==> config.mk <==
export PLATFORM = sky130hd
export DESIGN_NAME = serial_add_ctrl_flat
export DESIGN_NICKNAME = d
export VERILOG_FILES = /design/src/rtl/serial_add_ctrl_if.sv /design/src/rtl/serial_add_ctrl.sv /design/src/flat_wrapper.sv
export SDC_FILE = /design/constraint.sdc
export NUM_CORES = 1
export LEC_CHECK = 0
export BUFFER_PORTS_ARGS = -buffer_cell sky130_fd_sc_hd__buf_2
export CAP_MARGIN = 20
export CORE_UTILIZATION = 53
export DETAILED_ROUTE_END_ITERATION = 10
export PLACE_DENSITY = 0.78
export SETUP_SLACK_MARGIN = 0.2
export SLEW_MARGIN = 25
export SYNTH_ARGS = -nofsm -noshare
export SYNTH_HDL_FRONTEND = slang
export SYNTH_SLANG_ARGS = --single-unit
==> constraint.sdc <==
create_clock -name clk -period 1.65 [get_ports clk]
set_input_delay 0.33 -clock clk [delete_from_list [all_inputs] [get_ports clk]]
set_output_delay 0.33 -clock clk [all_outputs]
set_load 0.01 [all_outputs]
==> src/rtl/serial_add_ctrl_if.sv <==
// Operand/result bus for the bit-serial adder sequencer.
// The master side is the operand source plus result consumer; the slave side
// is the sequencer itself. The subtract request line only exists when
// SERIAL_ADD_SUB_EN is defined.
interface serial_add_ctrl_if #(
  parameter int WIDTH = 8
);
  logic             start;
  logic [WIDTH-1:0] a;
  logic [WIDTH-1:0] b;
  logic             cin;
`ifdef SERIAL_ADD_SUB_EN
  logic             sub;
`endif
  logic             busy;
  logic [WIDTH-1:0] sum;
  logic             cout;
  logic             out_valid;
  logic             out_ready;

`ifdef SERIAL_ADD_SUB_EN
  modport master (
    output start, a, b, cin, sub, out_ready,
    input  busy, sum, cout, out_valid
  );

  modport slave (
    input  start, a, b, cin, sub, out_ready,
    output busy, sum, cout, out_valid
  );
`else
  modport master (
    output start, a, b, cin, out_ready,
    input  busy, sum, cout, out_valid
  );

  modport slave (
    input  start, a, b, cin, out_ready,
    output busy, sum, cout, out_valid
  );
`endif
endinterface

==> src/rtl/serial_add_ctrl.sv <==
// Bit-serial adder sequencer.
// One full-adder cell (two half-adder stages plus an OR) is reused for WIDTH
// cycles, consuming operand bits LSB-first and shifting result bits into the
// MSB of the sum register. Start/busy handshake on the operand side,
// valid/ready on the result side.
// Optional feature: define SERIAL_ADD_SUB_EN to add a 'sub' request that
// computes a-b as a + ~b + 1 (cout=1 then means no borrow).
module serial_add_ctrl #(
  parameter int WIDTH = 8
) (
  input logic              clk,
  input logic              rst_n,
  serial_add_ctrl_if.slave bus
);

  // Counter must be at least one bit wide even when WIDTH is 1.
  localparam int CW = (WIDTH > 1) ? $clog2(WIDTH) : 1;
  localparam logic [CW-1:0] LAST_CNT = CW'(WIDTH - 1);

  typedef enum logic [1:0] {
    IDLE,
    RUN,
    DONE
  } state_t;

  state_t           state_q, state_d;
  logic [WIDTH-1:0] a_sr_q, a_sr_d;
  logic [WIDTH-1:0] b_sr_q, b_sr_d;
  logic [WIDTH-1:0] sum_q, sum_d;
  logic             carry_q, carry_d;
  logic             cout_q, cout_d;
  logic [CW-1:0]    cnt_q, cnt_d;

  logic             ha1Sum, ha1Carry, ha2Sum, ha2Carry, carryNext;
  logic [WIDTH-1:0] bLoad;
  logic             carryLoad;

  // Shared full-adder cell built from two half-adders and an OR.
  always_comb begin
    ha1Sum    = a_sr_q[0] ^ b_sr_q[0];
    ha1Carry  = a_sr_q[0] & b_sr_q[0];
    ha2Sum    = ha1Sum ^ carry_q;
    ha2Carry  = ha1Sum & carry_q;
    carryNext = ha1Carry | ha2Carry;
  end

  // Operand B and initial carry as loaded on accept; subtract inverts B and forces carry-in.
  always_comb begin
    bLoad     = bus.b;
    carryLoad = bus.cin;
`ifdef SERIAL_ADD_SUB_EN
    if (bus.sub) begin
      bLoad     = ~bus.b;
      carryLoad = 1'b1;
    end
`endif
  end

  // Next-state and datapath update; start is only honoured in IDLE.
  always_comb begin
    state_d = state_q;
    a_sr_d  = a_sr_q;
    b_sr_d  = b_sr_q;
    sum_d   = sum_q;
    carry_d = carry_q;
    cout_d  = cout_q;
    cnt_d   = cnt_q;
    case (state_q)
      IDLE: begin
        if (bus.start) begin
          a_sr_d  = bus.a;
          b_sr_d  = bLoad;
          carry_d = carryLoad;
          cnt_d   = '0;
          state_d = RUN;
        end
      end
      RUN: begin
        carry_d = carryNext;
        sum_d   = (sum_q >> 1) | (WIDTH'(ha2Sum) << (WIDTH - 1));
        a_sr_d  = a_sr_q >> 1;
        b_sr_d  = b_sr_q >> 1;
        cnt_d   = cnt_q + CW'(1);
        if (cnt_q == LAST_CNT) begin
          cout_d  = carryNext;
          state_d = DONE;
        end
      end
      DONE: begin
        if (bus.out_ready) begin
          state_d = IDLE;
        end
      end
      default: begin
        state_d = IDLE;
      end
    endcase
  end

  // State and datapath registers; reset abandons any operation in flight.
  always_ff @(posedge clk or negedge rst_n) begin
    if (!rst_n) begin
      state_q <= IDLE;
      a_sr_q  <= '0;
      b_sr_q  <= '0;
      sum_q   <= '0;
      carry_q <= 1'b0;
      cout_q  <= 1'b0;
      cnt_q   <= '0;
    end else begin
      state_q <= state_d;
      a_sr_q  <= a_sr_d;
      b_sr_q  <= b_sr_d;
      sum_q   <= sum_d;
      carry_q <= carry_d;
      cout_q  <= cout_d;
      cnt_q   <= cnt_d;
    end
  end

  // Status outputs decode straight from the state register.
  always_comb begin
    bus.busy      = (state_q != IDLE);
    bus.out_valid = (state_q == DONE);
    bus.sum       = sum_q;
    bus.cout      = cout_q;
  end

endmodule
==> src/flat_wrapper.sv <==
// flat-port wrapper written by rule: the top's interface ports become plain ports
module serial_add_ctrl_flat 
#(
  parameter int WIDTH = 8
)
  (clk, rst_n, bus_start, bus_a, bus_b, bus_cin, bus_out_ready, bus_busy, bus_sum, bus_cout, bus_out_valid);
  serial_add_ctrl_if #(.WIDTH(WIDTH)) bus_i ();
  input logic clk;
  input logic rst_n;
  input wire logic [$bits(bus_i.start)-1:0] bus_start;
  input wire logic [$bits(bus_i.a)-1:0] bus_a;
  input wire logic [$bits(bus_i.b)-1:0] bus_b;
  input wire logic [$bits(bus_i.cin)-1:0] bus_cin;
  input wire logic [$bits(bus_i.out_ready)-1:0] bus_out_ready;
  output wire logic [$bits(bus_i.busy)-1:0] bus_busy;
  output wire logic [$bits(bus_i.sum)-1:0] bus_sum;
  output wire logic [$bits(bus_i.cout)-1:0] bus_cout;
  output wire logic [$bits(bus_i.out_valid)-1:0] bus_out_valid;
  assign bus_i.start = bus_start;
  assign bus_i.a = bus_a;
  assign bus_i.b = bus_b;
  assign bus_i.cin = bus_cin;
  assign bus_i.out_ready = bus_out_ready;
  assign bus_busy = bus_i.busy;
  assign bus_sum = bus_i.sum;
  assign bus_cout = bus_i.cout;
  assign bus_out_valid = bus_i.out_valid;
  serial_add_ctrl #(.WIDTH(WIDTH)) u_core (.clk(clk), .rst_n(rst_n), .bus(bus_i));
endmodule
== Word level (Yosys, flattened, before mapping) ==
Index checks and enable logic that the tools add are counted.
Storage, ports and cells
  register bits after elaboration: 31
Operators by class
  $add $sub $neg: 1
  equality and inequality tests: 6
  mux-type cells: 12
  bitwise operators: 6
  reduce and logical (&&, ||, !) cells: 6
Operators by type and width (number)
  8-bit case mux with 2 select lines: 2
  8-bit 2-to-1 mux: 2
  7-bit by 8-bit bitwise OR with 8-bit output: 1
  2-bit 2-to-1 mux: 3
  2-bit case mux with 3 select lines: 1
  3-bit case mux with 2 select lines: 1
  2-bit != test (second input constant): 2
  2-bit AND reduction: 2
  2-bit nonzero test: 2
  3-bit by 1-bit adder with 3-bit output (second input constant): 1
  3-bit == test (second input constant): 1
  3-bit 2-to-1 mux: 1
  3-bit AND reduction: 1
  1-bit bitwise AND: 2
  2-bit by 1-bit == test with 1-bit output (second input constant): 1
  2-bit == test (second input constant): 1
  2-bit logical NOT: 1
  2-bit by 1-bit != test with 1-bit output (second input constant): 1
  1-bit case mux with 2 select lines: 1
  1-bit bitwise XOR: 2
  1-bit 2-to-1 mux: 1
  1-bit bitwise OR: 1

== Longest topological paths before layout ==
  depth after elaboration: 4
  depth in mapped cells: 6
  mapped depth without buffers: 4

== Worst setup path after synthesis ==
Ideal clock, no wire load.
  path kind: reg-to-reg
  from: reg u_core.cnt_q[0]
  to: reg u_core.cout_q (netlist: u_core.bus.cout)
  setup time: 127 ps
  arrival: 1116 ps
  required time: 1523 ps
  setup slack: 407 ps
  cell stages (with the launch flop): 5
  path buffers: 0
  cells stage by stage: dfrtp_1 > ha_1 > ha_1 > nand2_1 > mux2_1
Between the ends
  longest elaborated chain between the ends: 2
RTL lines
  start: declaration: line serial_add_ctrl.sv:32  | logic [CW-1:0] cnt_q, cnt_d;
  start signal: assignment: line serial_add_ctrl.sv:117  | cnt_q <= cnt_d;
  3-bit == test: line serial_add_ctrl.sv:84  | if (cnt_q == LAST_CNT) begin
  2-bit AND reduction (no source line)
  end signal: assignment: line serial_add_ctrl.sv:116  | cout_q <= cout_d;
  end: declaration: line serial_add_ctrl.sv:31  | logic cout_q, cout_d;
No other way between the ends.
A chain may end at the register's enable or synchronous reset.

== Worst setup path in the final report ==
  from: reg u_core.state_q[1]
  to: out bus_busy
Between the ends
  longest elaborated chain between the ends: 1
RTL lines
  start: declaration: line serial_add_ctrl.sv:26  | state_t state_q, state_d;
  start signal: assignment: line serial_add_ctrl.sv:111  | state_q <= state_d;
  2-bit nonzero test: line serial_add_ctrl.sv:123  | bus.busy = (state_q != IDLE);
  end: declaration: line flat_wrapper.sv:15  | output wire logic [$bits(bus_i.busy)-1:0] bus_busy;
No other way between the ends.

==> impl_results.md <==
* Multi-input gate area at 569 sq um
* Vias in the first global route at 1165
* WP data required at 1.32 ns
* IO buf count at 31
* Reg-to-reg setup timing slack at 0.29 ns
* Row count at 18
* CTS buffer count at 5
* Outcome: complete, no violations
* Reg area at 778 sq um
* Top cell type's share of synthesized area at 53.7%
* Yosys top cell by area: dfrtp_1
* Die X at 54.2 um
* Hold WC Path Type: in2async
* Worst-Margin Slew at 0.693 ns
* Fin crit share at 90.5%
* Endpoints failing hold at 0
* Worst VDD drop at 1.11 mV
* Startpoint of the worst register-to-register path: u_core.state_q[1]
* Initial core utilization at 57.3%
* Fraction of layout cells with a size suffix above 1 at 30.3%
* Top cells by area, synth: dfrtp_1, o22ai_1, nand2_1
* Seq pwr share at 45.1%
* #FFs+latches synth at 31
* Ys async rst share at 100%
* Synth Warn # at 0
* CP startpoint: u_core.state_q[1]
* Setup_tns at 0 ns
* Final #Nets at 200
* Mapped Area at 0.00145 sq mm
* Initial antenna violation count at 0
* Worst setup path endpoint: bus_busy
* MaxCap Viol Count at 0
* Hold buffer count at cts at 0
* Antenna viol nets, final at 0
* CORE AREA at 0.00252 sq mm
* Die Area at 0.00294 sq mm
* Critical path fanouts, max at 5
* WP data arrival at 1.16 ns
* Initial drt markers at 21
* DRC at 0
* Placed cell area at 0.00156 sq mm
* First-pass GRT wire length at 4980 um
* Net Count, Synth at 165
* Count leader, synth: dfrtp_1
* Vias per cell at 5.88
* Fillers at 203
* Clock power frac at 12.7%
* Clk pin slew, worst setup/hold paths at 0.09 ns
* Synth cell count leaders: dfrtp_1, nand2_1, o22ai_1
* Clk Latency, worst-skew pair at 0.33 ns
* CP endpoint kind: output pin
* Post-detailed-routing wire length at 2990 um
* H-tree lvl count at 2
* FF-to-FF path depth at 5
* Period minus WS final at 1.49 ns
* Top-Level Pins at 32
* Max Freq at 670 MHz
* Worst-case clock buffer depth at 2
* Finished layout cell area at 0.00166 sq mm
* Via count at 1206
* P_int at 1.86 mW
* Most used DFF post-synth: dfrtp_1
* Root cell of the clock tree: clkbuf_4
* Setup CP Type: reg2out
* Gr ovfl total at 0
* GRT Resource Usage Total at 24.3%
* Seq/Total Area, Yosys at 53.7%
* CTS tree: yes
* Sink Count at 31
* P_leak at 0.800 nW
* Syn_area_per_cell at 10.2 sq um
* PwrDens at 1840 mW/mm^2
* Reg2reg end: u_core.bus.cout
* Final HPWL DP at 1990 um
* Psw at 1.20 mW
* Drt first pass iters at 4
* Final setup viols at 0
* Inserted Diodes at 0
* P&R area growth vs syn at 14.7%
* Drt wl/cell at 14.6 um
* Slew HR at 53.8%
* Setup Skew at 0.00759 ns
* Fin. max-slew vios at 0
* Post-synthesis cell type count at 25
* Combinational power share at 42.2%
* Largest net degree at the start of global routing at 32
* EDFF count, synth at 0
* RePlAce Congestion at 0.805
* Worst setup SP type: flop
* RSZ-0062 raised after global routing: yes
* Switch share at 39.2%
* Die Ht at 54.2 um
* Syn Inst Count at 141
## worst max-delay path: stages, from the launching register on
cell	delay [ns]
dfrtp_2	0.46
or2_1	0.24
buf_2	0.14
## state kept, by name, indices dropped and copies added (netlist names)
register         count
u_core.cnt_q         3
u_core.b_sr_q        8
u_core.carry_q       1
u_core.a_sr_q        8
u_core.bus.sum       8
u_core.bus.cout      1
u_core.state_q       2
## power by group through the flow
| stage | clock [mW] | combinational, mW | sequential (mW) |
|---|---|---|---|
| CTS | 0.392 | 1.29 | 1.37 |
| global route | 0.430 | 1.48 | 1.43 |
| detailed placement | 0 | 1.20 | 1.41 |
| floorplan | 0 | 0.963 | 1.37 |
| finish | 0.388 | 1.29 | 1.38 |
| global placement | 0 | 1.15 | 1.39 |
## cells by family (layout without fill, tap and decap cells)
logic type / count (synthesis) / in the layout / synth area share [%]
buffers and inverters: 14 / 48 / 6.93
AOI/OAI and AO/OA: 53 / 53 / 22.3
muxes: 2 / 2 / 1.56
and+or+nand+nor: 38 / 38 / 12.5
DFF: 31 / 31 / 53.7
adders and majority gates: 3 / 3 / 3.12
## final cells by class
class	instances	area share [%]
Inverter	3	0.981
Multi-Input combinational cell	96	34.3
Clock buffer	6	2.49
Sequential cell	31	46.9
Timing Repair Buffer	39	13.0
Tap cell	30	2.26
## stage by stage
stage / total power, mW / setup slack (ns) / hold WS [ns] / utilization (%) / std cells
after detailed placement: 2.61 / 0.309 / 0.403 / 62.0 / 193
final: 3.06 / 0.157 / 0.0354 / 65.7 / 205
after floorplan: 2.34 / 0.407 / 0.0344 / - / 141
after CTS: 3.05 / 0.162 / 0.0417 / 65.3 / 204
after global placement: 2.54 / 0.366 / 0.394 / 62.0 / 193
after global routing: 3.34 / 0.114 / 0.0784 / 65.7 / 205
## worst min path at each step
| stage | startpoint | end | slack [ns] | cells after the start |
|---|---|---|---|---|
| detailed placement | rst_n | u_core.bus.sum[1] | 0.40 | 1 |
| global route | rst_n | u_core.bus.sum[6] | 0.08 | 1 |
| floorplan | rst_n | u_core.a_sr_q[0] | 0.03 | 0 |
| global placement | rst_n | u_core.bus.sum[1] | 0.39 | 1 |
| CTS | rst_n | u_core.bus.sum[1] | 0.04 | 1 |
| finish | rst_n | u_core.bus.sum[2] | 0.04 | 1 |
## timing repair
action / in CTS / in global routing
resized for setup: 3 / 1
setup buffers: 5 / 1
pin swaps: 0 / 0
setup endpoints to repair: 2 / 2
cloned: 0 / 0
## layer usage
metal  global-route usage (%)  wire length (um)  share of wire [%]  vias up
li1                         -                 -                  -      574
met1                     28.5              1240                 42      594
met2                     40.4              1550                 52       33
met3                     8.06               154                5.1        5
met4                     10.3                48                1.6        0
met5                        0                 0                  0        -
## layout by cell type (no fill, tap or decap), drive strengths merged
cell type / instances
fa: 1
ha: 2
or2: 2
inv: 3
buf: 39
a21oi: 15
mux2: 2
dfrtp: 31
o31ai: 1
nor2: 4
nand2b: 2
o22ai: 28
o21ai: 6
clkbuf: 6
nand2: 28
nor2b: 2
a22o: 2
o32ai: 1
No activity file was read; power rests on OpenSTA's default activity.
